**src/rtl/hicore_icb_arbt.sv**
```systemverilog
// Two-master ICB arbiter (LSU = m0, IFU = m1) onto one slave port, with
// round-robin grant and an in-order ID FIFO that steers responses back.
module hicore_icb_arbt #(
  parameter int AW         = 32,
  parameter int DW         = 32,
  parameter int OUTS_DEPTH = 2
) (
  input  logic            clk,
  input  logic            rst,

  input  logic            m0_icb_cmd_valid,
  output logic            m0_icb_cmd_ready,
  input  logic            m0_icb_cmd_read,
  input  logic [AW-1:0]   m0_icb_cmd_addr,
  input  logic [DW-1:0]   m0_icb_cmd_wdata,
  input  logic [DW/8-1:0] m0_icb_cmd_wmask,
  output logic            m0_icb_rsp_valid,
  input  logic            m0_icb_rsp_ready,
  output logic            m0_icb_rsp_err,
  output logic [DW-1:0]   m0_icb_rsp_rdata,

  input  logic            m1_icb_cmd_valid,
  output logic            m1_icb_cmd_ready,
  input  logic            m1_icb_cmd_read,
  input  logic [AW-1:0]   m1_icb_cmd_addr,
  input  logic [DW-1:0]   m1_icb_cmd_wdata,
  input  logic [DW/8-1:0] m1_icb_cmd_wmask,
  output logic            m1_icb_rsp_valid,
  input  logic            m1_icb_rsp_ready,
  output logic            m1_icb_rsp_err,
  output logic [DW-1:0]   m1_icb_rsp_rdata,

  output logic            o_icb_cmd_valid,
  input  logic            o_icb_cmd_ready,
  output logic            o_icb_cmd_read,
  output logic [AW-1:0]   o_icb_cmd_addr,
  output logic [DW-1:0]   o_icb_cmd_wdata,
  output logic [DW/8-1:0] o_icb_cmd_wmask,
  input  logic            o_icb_rsp_valid,
  output logic            o_icb_rsp_ready,
  input  logic            o_icb_rsp_err,
  input  logic [DW-1:0]   o_icb_rsp_rdata
);

  // Handshake rule on every channel: a transfer happens on a rising clk edge
  // where valid and ready are both 1; a sender keeps valid and its fields
  // stable until that edge, and ready may depend combinationally on valid.

  localparam int PW = (OUTS_DEPTH > 1) ? $clog2(OUTS_DEPTH) : 1;
  localparam int CW = $clog2(OUTS_DEPTH) + 1;
  localparam logic [CW-1:0] FULL_CNT = CW'(OUTS_DEPTH);
  localparam logic [PW-1:0] LAST_PTR = PW'(OUTS_DEPTH - 1);

  logic [OUTS_DEPTH-1:0] id_mem;
  logic [PW-1:0]         wr_ptr;
  logic [PW-1:0]         rd_ptr;
  logic [CW-1:0]         count;
  logic                  last_grant;
  logic                  hold;
  logic                  held_id;
  logic                  grant;
  logic                  grant_valid;
  logic                  fifo_full;
  logic                  fifo_empty;
  logic                  head;
  logic                  cmd_hs;
  logic                  rsp_hs;

  function automatic logic [PW-1:0] ptr_inc(input logic [PW-1:0] p);
    return (p == LAST_PTR) ? '0 : p + 1'b1;
  endfunction

  assign fifo_full  = (count == FULL_CNT);
  assign fifo_empty = (count == '0);
  assign head       = id_mem[rd_ptr];

  // A stalled command pins the grant so the slave never sees it change.
  always_comb begin
    grant = 1'b0;
    if (hold)
      grant = held_id;
    else if (m0_icb_cmd_valid && m1_icb_cmd_valid)
      grant = ~last_grant;
    else
      grant = m1_icb_cmd_valid;
  end

  assign grant_valid = grant ? m1_icb_cmd_valid : m0_icb_cmd_valid;

  // Full blocks the command even if a pop lands this cycle, keeping the
  // command path free of response-path timing.
  assign o_icb_cmd_valid  = grant_valid & ~fifo_full & ~rst;
  assign o_icb_cmd_read   = grant ? m1_icb_cmd_read  : m0_icb_cmd_read;
  assign o_icb_cmd_addr   = grant ? m1_icb_cmd_addr  : m0_icb_cmd_addr;
  assign o_icb_cmd_wdata  = grant ? m1_icb_cmd_wdata : m0_icb_cmd_wdata;
  assign o_icb_cmd_wmask  = grant ? m1_icb_cmd_wmask : m0_icb_cmd_wmask;
  assign m0_icb_cmd_ready = ~grant & o_icb_cmd_ready & ~fifo_full & ~rst;
  assign m1_icb_cmd_ready =  grant & o_icb_cmd_ready & ~fifo_full & ~rst;

  assign m0_icb_rsp_valid = o_icb_rsp_valid & ~fifo_empty & ~head & ~rst;
  assign m1_icb_rsp_valid = o_icb_rsp_valid & ~fifo_empty &  head & ~rst;
  assign o_icb_rsp_ready  = (head ? m1_icb_rsp_ready : m0_icb_rsp_ready)
                            & ~fifo_empty & ~rst;
  assign m0_icb_rsp_err   = o_icb_rsp_err;
  assign m1_icb_rsp_err   = o_icb_rsp_err;
  assign m0_icb_rsp_rdata = o_icb_rsp_rdata;
  assign m1_icb_rsp_rdata = o_icb_rsp_rdata;

  assign cmd_hs = o_icb_cmd_valid & o_icb_cmd_ready;
  assign rsp_hs = o_icb_rsp_valid & o_icb_rsp_ready;

  always_ff @(posedge clk) begin
    if (rst) begin
      wr_ptr     <= '0;
      rd_ptr     <= '0;
      count      <= '0;
      last_grant <= 1'b1;
      hold       <= 1'b0;
      held_id    <= 1'b0;
    end else begin
      if (cmd_hs) begin
        wr_ptr     <= ptr_inc(wr_ptr);
        last_grant <= grant;
        hold       <= 1'b0;
      end else if (o_icb_cmd_valid) begin
        hold    <= 1'b1;
        held_id <= grant;
      end
      if (rsp_hs)
        rd_ptr <= ptr_inc(rd_ptr);
      case ({cmd_hs, rsp_hs})
        2'b10:   count <= count + 1'b1;
        2'b01:   count <= count - 1'b1;
        default: count <= count;
      endcase
    end
  end

  // ID storage needs no reset: entries are only read below count.
  always_ff @(posedge clk) begin
    if (cmd_hs)
      id_mem[wr_ptr] <= grant;
  end

`ifndef SYNTHESIS
  rsp_while_empty: assert property (@(posedge clk) disable iff (rst)
    !(o_icb_rsp_valid && fifo_empty))
    else $error("hicore_icb_arbt: response with no outstanding command");
`endif

endmodule

```
**config.mk**
```make
export PLATFORM = sky130hd
export DESIGN_NAME = hicore_icb_arbt
export DESIGN_NICKNAME = d
export VERILOG_FILES = /design/src/rtl/hicore_icb_arbt.sv
export SDC_FILE = /design/constraint.sdc
export NUM_CORES = 1
export LEC_CHECK = 0
export ABC_AREA = 1
export BUFFER_PORTS_ARGS = -buffer_cell sky130_fd_sc_hd__clkbuf_2
export CORE_AREA = 5 5 122 124
export DETAILED_ROUTE_END_ITERATION = 16
export DIE_AREA = 0 0 127 129
export HOLD_SLACK_MARGIN = 0.1
export PLACE_DENSITY_LB_ADDON = 0.2
export SLEW_MARGIN = 10
export SYNTH_ARGS = -nofsm -noshare
export SYNTH_HDL_FRONTEND = slang
export SYNTH_SLANG_ARGS = --single-unit
export TNS_END_PERCENT = 30
```
**constraint.sdc**
```tcl
create_clock -name clk -period 2.8 [get_ports clk]
set_input_delay 0.14 -clock clk [delete_from_list [all_inputs] [get_ports clk]]
set_output_delay 0.14 -clock clk [all_outputs]
set_load 0.02 [all_outputs]
```
Word-level counts from Yosys, hierarchy flattened --
Index checks and enable logic that the tools add are counted.
Storage, ports and cells: flip-flop bits (word level) 9, bits in latches 0, memory bits (writable) 0, ROM bits 0, word-level logic and storage cells 63, memories kept 0
Cells by class: $add $sub $neg 4, multiply operators 0, divide/modulo/power cells 0, $lt $le $gt $ge 3, equal/unequal tests 3, shift-type cells 0, muxes and demuxes 16, bitwise gates (word level) 24, reduce and logical (&&, ||, !) cells 6
Operators by type and width (number):
- 32-bit 2-to-1 mux | 2
- 1-bit AND | 17
- 1-bit 2-to-1 mux | 10
- 1-bit NOT | 7
- 2-bit equality test (second input constant) | 2
- 1-bit by 2-bit less-than comparator with 1-bit output (second input constant) | 2
- 4-bit 2-to-1 mux | 1
- 2-bit one-hot mux with 2 select lines | 1
- 1-bit adder (second input constant) | 2
- 2-bit by 1-bit adder with 2-bit output (second input constant) | 1
- 2-bit bitwise mux | 1
- 2-bit by 1-bit equality test with 1-bit output (second input constant) | 1
- 1-bit logical AND | 2
- 2-bit zero test | 1
- 2-bit AND reduction | 1
- 2-bit nonzero test | 1
- 2-bit OR reduction | 1
- 2-bit by 1-bit subtractor with 2-bit output (second input constant) | 1
- 1-bit demux with 1-bit select | 1
- 1-bit >= comparator (second input constant) | 1

Logic depth before layout (Yosys ltp) --
Gate-level depths: netlist of the first run.
depth in word-level cells 9, gate-level depth with buffers 10

Least setup slack after synthesis of the first run --
OpenSTA, ideal clock, no wires.
path kind reg2reg, from reg count[0], to reg count[1], library setup time 0.116 ns, arrival time 1.383 ns, required time 2.684 ns, slack 1.301 ns, cell stages (with the launch flop) 10, clock period less this slack 1.499 ns, cells stage by stage dfxtp_1 -> inv_2 -> nand2_2 -> nand2_2 -> nor2_8 -> nand3_4 -> ha_1 -> nor2_1 -> and3_1 -> nor3_1
Between the ends: word-level cells in the longest chain between the ends 7, elaborated cells on any way between the ends 16, those cells by class add/sub (2); eq/ne (3); mux (1); bitwise (8); reduce/logical (2)
Ends and longest elaborated chain:
- start: declaration | line 57 | logic [CW-1:0] count;
- start signal: assignment | line 132 | 2'b10: count <= count + 1'b1;
- start signal: assignment | line 133 | 2'b01: count <= count - 1'b1;
- start signal: assignment | line 134 | default: count <= count;
- 2-bit equality test / 2-bit zero test (equally long branches) | line 73, 74
- 1-bit NOT (on tied branches) | line 92, 103
- 1-bit AND (on tied branches) (2 in series) | line 92, 103
- 1-bit AND (on tied branches) | line 109, 110
- 2-bit by 1-bit equality test with 1-bit output / 2-bit equality test (equally long branches) | line 131 | case ({cmd_hs, rsp_hs})
- 2-bit one-hot mux with 2 select lines / 2-bit nonzero test (equally long branches)
Parallel ways exist; a longest one is shown, timed or not. A chain may end at the register's enable or synchronous reset.

Final worst setup path of the first run --
from reg hold, to out o_icb_cmd_wdata[15]
Between the ends: word-level cells in the longest chain between the ends 2
Ends and longest elaborated chain:
- start: declaration | line 59 | logic hold;
- start signal: assignment | line 118 | hold <= 1'b0;
- start signal: assignment | line 124 | hold <= 1'b0;
- start signal: assignment | line 126 | hold <= 1'b1;
- 1-bit 2-to-1 mux | line 80 | if (hold)
- 32-bit 2-to-1 mux | line 95 | assign o_icb_cmd_wdata = grant ? m1_icb_cmd_wdata : m0_icb_cmd_wdata;
- end: declaration | line 37 | output logic [DW-1:0] o_icb_cmd_wdata,
No other way between the ends.

==> implementation parameters, run 1 <==
Parameter                              Value

Power
  Cell internal power dissipation ... 0.554 mW
  Switching power of the nets ... 0.470 mW
  Sequential share of power ... 14.4%
  Combinational group share of total power ... 60.5%
  Maximum resistive drop on vdd ... 0.141 mV
  Clock power frac ... 25.1%
  Total power after layout ... 1.02 mW
  Leakage power ... 1.86 nW
  P per Cell Area ... 367 nW/µm²
  Switching power share of the total ... 45.9%

Clocking
  Root Driver ... sky130_fd_sc_hd__clkbuf_16
  Worst-case clock buffer depth ... 2
  Post-CTS setup repair buffer count ... 0
  Clock tree from TritonCTS ... done
  Clock slew at reported path FFs ... 40 ps
  Number of clock buffers inserted by TritonCTS ... 3
  H-tree Lvls ... 1
  TritonCTS Sinks ... 9
  Hold-fix buffer count after cts ... 0
  Count of cells resized by post-cts repair ... 0
  Insertion delay of the later-clocked pin in the worst-skew pair ... 240 ps

Floorplan
  Die ar. ... 16400 µm²
  CORE AREA ... 13700 µm²
  Number of primary I/O pins ... 320
  Std-Cell Rows ... 43
  Die extent in x ... 127 µm
  Starting Density ... 14.1%
  Vertical extent of the die ... 129 µm

Flow run
  Number of maximum-capacitance constraint violations ... 0

Synth
  Ranking of synthesized cells by area ... sky130_fd_sc_hd__nand2_1 (43%), sky130_fd_sc_hd__buf_4 (26%), sky130_fd_sc_hd__dfxtp_1 (7.2%)
  Sequential area share after synthesis ... 10.4%
  Area fraction of the dominant cell type after synthesis ... 43.3%
  Count of mapped cells out of synthesis ... 371
  Synth Area in Compound Gates ... 1.29%
  Count leader, synth ... sky130_fd_sc_hd__nand2_1
  Number of flip-flops and latches in the synthesized netlist ... 9
  Async S/R FF share, synth ... 0%
  Number of warning messages in the yosys log ... 0
  Adder-cell share of the synthesized area ... 0.647%
  Number of distinct library cells after synthesis ... 24
  Cell types with the highest counts after synthesis ... sky130_fd_sc_hd__nand2_1 (223), sky130_fd_sc_hd__buf_4 (66), sky130_fd_sc_hd__buf_2 (14), sky130_fd_sc_hd__nor2_1 (14), sky130_fd_sc_hd__inv_1 (13)
  Simple-Gate Fraction of Synth Area ... 55.3%
  Dominant combinational cell family by area after synthesis ... simple AND/OR/NAND/NOR gates
  Average cell area after synthesis ... 5.21 µm²
  Post-synthesis cell type with the largest combined area ... sky130_fd_sc_hd__nand2_1
  Post-Syn Area ... 1930 µm²
  Area share of xor/xnor cells in the synthesized design ... 0%
  Synthesized netlist net count ... 551
  Mux share of post-synthesis cell area ... 0%
  Number of synthesized flops with an enable pin ... 2
  Most used DFF post-synth ... sky130_fd_sc_hd__dfxtp_1

Layout
  Fraction of layout instances using a drive strength above 1 ... 46.3%
  Area taken by multi-input logic gates ... 1110 µm²
  Register cell area after layout ... 200 µm²
  Non-filler cells, final ... 698
  Net total in the final layout ... 699
  Filler Cells Inserted ... 1634
  Layout overhead on the synthesized area ... 44.6%
  # diodes ... 0

Min path
  Class of the tightest hold or removal check ... input pin to flip-flop

STA
  Transition time at the pin with the least slew margin ... 433 ps
  Sum of negative setup slack ... 0 ps
  Final number of max-transition violations ... 0
  Final clock period utilization by the worst path ... 74.4%
  Worst Skew ... 1.17 ps
  Worst max-slew margin expressed relative to the limit ... 71.1%
  Minimum clock period after layout ... 2080 ps
  Worst-case hold slack ... 140 ps
  Unrepaired setup endpoints after global routing ... no
  Final setup vio count ... 0
  Achievable Freq ... 480 MHz
  Final Hold Violating Endpoints ... 0

Route
  Total wirelength of the detailed-routed design ... 8450 µm
  Remaining routing DRC violations ... 0
  Routed vias ... 2547
  Remaining antenna violation count ... 0
  Drt first-iter violations ... 74
  First-pass DRT Iterations ... 4
  Post-DR vias/cell ... 3.65
  Average wire per standard cell ... 12.1 µm

Status
  Result of the run ... complete, no violations

Worst setup path
  Type of element launching the critical path ... flip-flop
  Crit path required time ... 2660 ps
  Largest fanout of any net on the critical path ... 43
  Crit path DAT ... 1940 ps
  Type of the worst setup path ... flip-flop to output port
  Endpoint class of the critical path ... output port

Place
  RePlAce Congestion ... 0.830
  # port buffers ... 220
  Final HPWL DP ... 7410 µm
  Total instance count after detailed placement ... 694

Global route
  First-pass GRT wire length ... 12800 µm
  Overflow after GRT ... 0
  Number of global-route vias before repair ... 2532
  Antenna violations before repair ... 0
  Pin count of the biggest net entering global routing ... 44
  GRT Resource Usage Total ... 9.49%
cells by family (layout without fill, tap and decap cells):
family | after synthesis | in the layout
flip-flops | 9 | 9
adder cells (fa/ha/maj) | 1 | 1
buffers and inverters | 96 | 243
AO/OA/AOI/OAI | 5 | 5
AND/OR/NAND/NOR | 260 | 260
layer usage:
| layer | GRT usage (%) | share of wire [%] | vias up |
|---|---|---|---|
| met3 | 3.99 | 11 | 8 |
| met4 | 1.64 | 0.80 | 0 |
| li1 | - | - | 1338 |
| met1 | 10.0 | 35 | 1056 |
| met2 | 17.8 | 54 | 145 |
| met5 | 0 | 0 | - |
power groups by stage:
stage | Combinational (mW) | Clock, mW | Sequential (mW)
after floorplan | 0.500 | 0 | 0.149
after global placement | 0.633 | 0 | 0.150
after detailed placement | 0.631 | 0 | 0.150
after CTS | 0.634 | 0.260 | 0.148
after global routing | 0.688 | 0.268 | 0.149
final | 0.620 | 0.257 | 0.148
cell usage in the layout (no fill, tap or decap), drive strengths merged:
master,instances
nand2,228
clkbuf,224
nor2,17
inv,16
nand3,8
dfxtp,7
a21oi,4
nand4,3
buf,3
edfxtp,2
nand3b,2
o21ai,1
and3,1
nor3,1
ha,1
worst paths after layout:
path | startpoint | end | slack (ps) | depth (start not counted)
min | rst | count[1] | 140 | 2
min reg2reg | last_grant | last_grant | 460 | 2
max reg2reg | count[0] | count[1] | 1160 | 9
max | hold | o_icb_cmd_wdata[15] | 720 | 7
critical path, cell delays in order, from the launching register on:
cell,delay [ps]
sky130_fd_sc_hd__dfxtp_1,310
sky130_fd_sc_hd__inv_1,80
sky130_fd_sc_hd__nand3_2,120
sky130_fd_sc_hd__nand2_4,290
sky130_fd_sc_hd__buf_4,450
sky130_fd_sc_hd__nand2_1,140
sky130_fd_sc_hd__nand2_1,110
sky130_fd_sc_hd__clkbuf_2,180
flip-flops by register name, indices dropped and copies added (netlist names):
register and count:
count 2, id_mem 2, held_id 1, hold 1, last_grant 1, rd_ptr 1
wr_ptr 1
metrics by stage:
step / utilization, % / instance area, µm² / setup slack, ps
finish: 20.5 / 2800 / 716
global route: 20.5 / 2800 / 511
CTS: 20.5 / 2800 / 638
detailed placement: 19.9 / 2720 / 891
global placement: 19.9 / 2720 / 946
floorplan: - / 1930 / 1300
final cells by class:
cell class	instances	area share (%)
Clock buffer	4	2.82
Inverter	16	2.15
Multi-Input combinational cell	266	39.6
Sequential cell	9	7.16
Tap cell	180	8.06
Timing Repair Buffer	223	40.2
No activity file was read; power rests on OpenSTA's default activity.
==> run 2, diff against run 1 <==
--- a/config.mk
+++ b/config.mk
@@ -7,9 +7,9 @@
 export LEC_CHECK = 0
 export ABC_AREA = 1
 export BUFFER_PORTS_ARGS = -buffer_cell sky130_fd_sc_hd__clkbuf_2
-export CORE_AREA = 5 5 122 124
+export CORE_AREA = 5 5 120 122
 export DETAILED_ROUTE_END_ITERATION = 16
-export DIE_AREA = 0 0 127 129
+export DIE_AREA = 0 0 125 127
 export HOLD_SLACK_MARGIN = 0.1
 export PLACE_DENSITY_LB_ADDON = 0.2
 export SLEW_MARGIN = 10
==> constraint.sdc (replaced) <==
create_clock -name clk -period 2 [get_ports clk]
set_input_delay 0.1 -clock clk [delete_from_list [all_inputs] [get_ports clk]]
set_output_delay 0.1 -clock clk [all_outputs]
set_load 0.02 [all_outputs]
==> implementation parameters, run 2 (same netlist as run 1, synthesis figures left out) <==
Parameter                              Value

Worst setup path
  Reg2reg start ... count[0] (unchanged)
  Max incr delay on CP ... 530 ps (was 450 ps)
  Critical path origin ... rst (was hold)
  Type of element launching the critical path ... input pin (was flip-flop)
  Cell at the slowest stage of the critical path ... sky130_fd_sc_hd__dlygate4sd3_1 (was sky130_fd_sc_hd__buf_4)
  Largest fanout of any net on the critical path ... 8 (was 43)
  R2R Setup Slk ... 360 ps (was 1160 ps)
  Crit path DAT ... 1990 ps (was 1940 ps)
  WP buf/inv ... 3 (unchanged)
  R2R cell count ... 9 (unchanged)
  Cell Chain, Critical Path ... dlygate4sd3_1 -> clkbuf_2 -> inv_2 -> nand2_2 -> nor2_8 -> nand3_4 -> ha_1 -> nor2_1 -> a21oi_1 -> nor3_1 (was inv_1 -> nand3_2 -> nand2_4 -> buf_4 -> nand2_1 -> nand2_1 -> clkbuf_2)
  Type of the worst setup path ... input pin to flip-flop (was flip-flop to output port)
  Crit path required time ... 2150 ps (was 2660 ps)
  Category of cells accounting for the largest share of critical-path delay ... buffers and inverters (unchanged)
  Critical Path Stages ... 10 (was 7)
  Worst setup endpoint ... count[1] (was o_icb_cmd_wdata[15])
  Reg-to-Reg End ... count[1] (unchanged)
  Endpoint class of the critical path ... flip-flop (was output port)

Power
  Switching power share of the total ... 45.8% (was 45.9%)
  Clock power frac ... 24.8% (was 25.1%)
  Combinational group share of total power ... 60.9% (was 60.5%)
  P per Cell Area ... 511 nW/µm² (was 367 nW/µm²)
  Leakage power ... 1.88 nW (was 1.86 nW)
  Switching power of the nets ... 0.660 mW (was 0.470 mW)
  Sequential share of power ... 14.3% (was 14.4%)
  Cell internal power dissipation ... 0.782 mW (was 0.554 mW)
  Maximum resistive drop on vdd ... 0.198 mV (was 0.141 mV)

Place
  RePlAce Congestion ... 0.755 (was 0.830)
  Final HPWL DP ... 7060 µm (was 7410 µm)
  Placed cell areas ... 2730 µm² (was 2720 µm²)
  # port buffers ... 220 (unchanged)
  Pre-CTS setup slack ... 326 ps (was 891 ps)

STA
  Worst path setup slack after routing ... 160 ps (was 716 ps)
  Minimum clock period after layout ... 1840 ps
  Sum of negative setup slack ... 0 ps (unchanged)
  Transition time at the pin with the least slew margin ... 392 ps (was 433 ps)
  Final setup vio count ... 0 (unchanged)
  Final number of max-transition violations ... 0 (unchanged)
  Achievable Freq ... 544 MHz
  Unrepaired setup endpoints after global routing ... no (unchanged)
  Worst Skew ... 4.45 ps (was 1.17 ps)
  Final clock period utilization by the worst path ... 92.0%
  Final Hold Violating Endpoints ... 0 (unchanged)
  Worst max-slew margin expressed relative to the limit ... 73.9% (was 71.1%)

Flow run
  Number of maximum-capacitance constraint violations ... 0 (unchanged)

Global route
  Overflow after GRT ... 0 (unchanged)
  Antenna violations before repair ... 0 (unchanged)
  Number of global-route vias before repair ... 2594 (was 2532)
  First-pass GRT wire length ... 12300 µm (was 12800 µm)
  Pin count of the biggest net entering global routing ... 51 (was 44)
  GRT Resource Usage Total ... 9.19% (was 9.49%)

Clocking
  Post-CTS setup repair buffer count ... 0 (unchanged)
  Hold-fix buffer count after cts ... 1 (was 0)
  H-tree Lvls ... 1 (unchanged)
  Count of cells resized by post-cts repair ... 0 (unchanged)
  Worst-case clock buffer depth ... 2 (unchanged)
  TritonCTS Sinks ... 9 (unchanged)
  Clock tree from TritonCTS ... done (unchanged)
  Insertion delay of the later-clocked pin in the worst-skew pair ... 240 ps (about the same)
  Number of clock buffers inserted by TritonCTS ... 3 (unchanged)
  Clock slew at reported path FFs ... 40 ps (about the same)
  Root Driver ... sky130_fd_sc_hd__clkbuf_16 (unchanged)

Layout
  Net total in the final layout ... 701 (was 699)
  Fin util ... 21.6% (was 20.5%)
  Cell area after layout ... 2820 µm² (was 2800 µm²)
  # diodes ... 0 (unchanged)
  Registers with the highest flip-flop counts ... count x2, id_mem x2 (unchanged)
  Layout overhead on the synthesized area ... 46.0% (was 44.6%)
  Filler Cells Inserted ... 1554 (was 1634)
  Fraction of layout instances using a drive strength above 1 ... 46.5% (was 46.3%)
  Top library cells by usage in the layout, fill and taps aside ... sky130_fd_sc_hd__nand2_1 (223), sky130_fd_sc_hd__clkbuf_2 (220), sky130_fd_sc_hd__nor2_1 (14) (unchanged)
  Most common cell after layout, fill and taps aside ... sky130_fd_sc_hd__nand2_1 (unchanged)

Floorplan
  CORE AREA ... 13100 µm² (was 13700 µm²)
  Die ar. ... 15900 µm² (was 16400 µm²)
  Die extent in x ... 125 µm (was 127 µm)
  Std-Cell Rows ... 42 (was 43)
  Vertical extent of the die ... 127 µm (was 129 µm)
  Number of primary I/O pins ... 320 (unchanged)
  Starting Density ... 14.8% (was 14.1%)

Min path
  Class of the tightest hold or removal check ... input pin to flip-flop (unchanged)

Route
  Post-DR vias/cell ... 3.62 (was 3.65)
  Routed vias ... 2522 (was 2547)
  Total wirelength of the detailed-routed design ... 8030 µm (was 8450 µm)
  First-pass DRT Iterations ... 4 (unchanged)
  Remaining antenna violation count ... 0 (unchanged)
  Remaining routing DRC violations ... 0 (unchanged)
  Average wire per standard cell ... 11.5 µm (was 12.1 µm)
  Drt first-iter violations ... 53 (was 74)

Status
  Result of the run ... complete, no violations (unchanged)
## run 2: layout make-up
cell class	instances	area, µm²	share of cell area (%)
clock buffer	3	75.1	2.66
clock inverter	1	5.00	0.177
inverter	16	60.1	2.13
multi-input combinational	266	1110	39.2
sequential	9	200	7.10
tap	176	220	7.80
timing repair buffer	225	1150	40.9
## run 2: worst min path at each step
| stage | slack [ps] | end | startpoint | cells after the start |
|---|---|---|---|---|
| after detailed placement | 200 | m0_icb_rsp_rdata[6] | o_icb_rsp_rdata[6] | 0 |
| after global routing | 190 | rd_ptr | o_icb_rsp_valid | 4 |
| final | 180 | rd_ptr | o_icb_rsp_valid | 4 |
| after CTS | 180 | rd_ptr | o_icb_rsp_valid | 4 |
| after global placement | 200 | m0_icb_rsp_rdata[6] | o_icb_rsp_rdata[6] | 0 |
| after floorplan | 180 | count[1] | rst | 1 |
## run 2: power by group through the flow
stage	clock, mW	sequential, mW	combinational, mW
finish	0.357	0.207	0.879
CTS	0.367	0.207	0.898
detailed placement	0	0.210	0.891
global route	0.379	0.208	0.970
global placement	0	0.209	0.890
floorplan	0	0.208	0.700
## run 2: routing by layer
layer	track usage (%)	wire, µm	part of all wire, %	up-vias
met5	0	0	0	-
met4	1.59	85	1.1	0
met3	3.13	754	9.4	11
met2	18.1	4270	53	124
met1	9.50	2910	36	1047
li1	-	-	-	1340
## run 2: worst reg2reg max path: stages, from the launching register on
cell                      delay (ps)
sky130_fd_sc_hd__dfxtp_1         370
sky130_fd_sc_hd__inv_2            60
sky130_fd_sc_hd__nand2_2          70
sky130_fd_sc_hd__nand2_2          80
sky130_fd_sc_hd__nor2_8          140
sky130_fd_sc_hd__nand3_4         110
sky130_fd_sc_hd__ha_1            340
sky130_fd_sc_hd__nor2_1          140
sky130_fd_sc_hd__a21oi_1          80
sky130_fd_sc_hd__nor3_1          170
## run 2: metrics by stage
stage | instances | total power [mW] | hold slack (ps)
2_1_floorplan | 371 | 0.908 | 177
3_3_place_gp | 691 | 1.10 | 200
3_5_place_dp | 691 | 1.10 | 200
4_1_cts | 696 | 1.47 | 178
5_1_grt | 696 | 1.56 | 186
6_report | 696 | 1.44 | 184
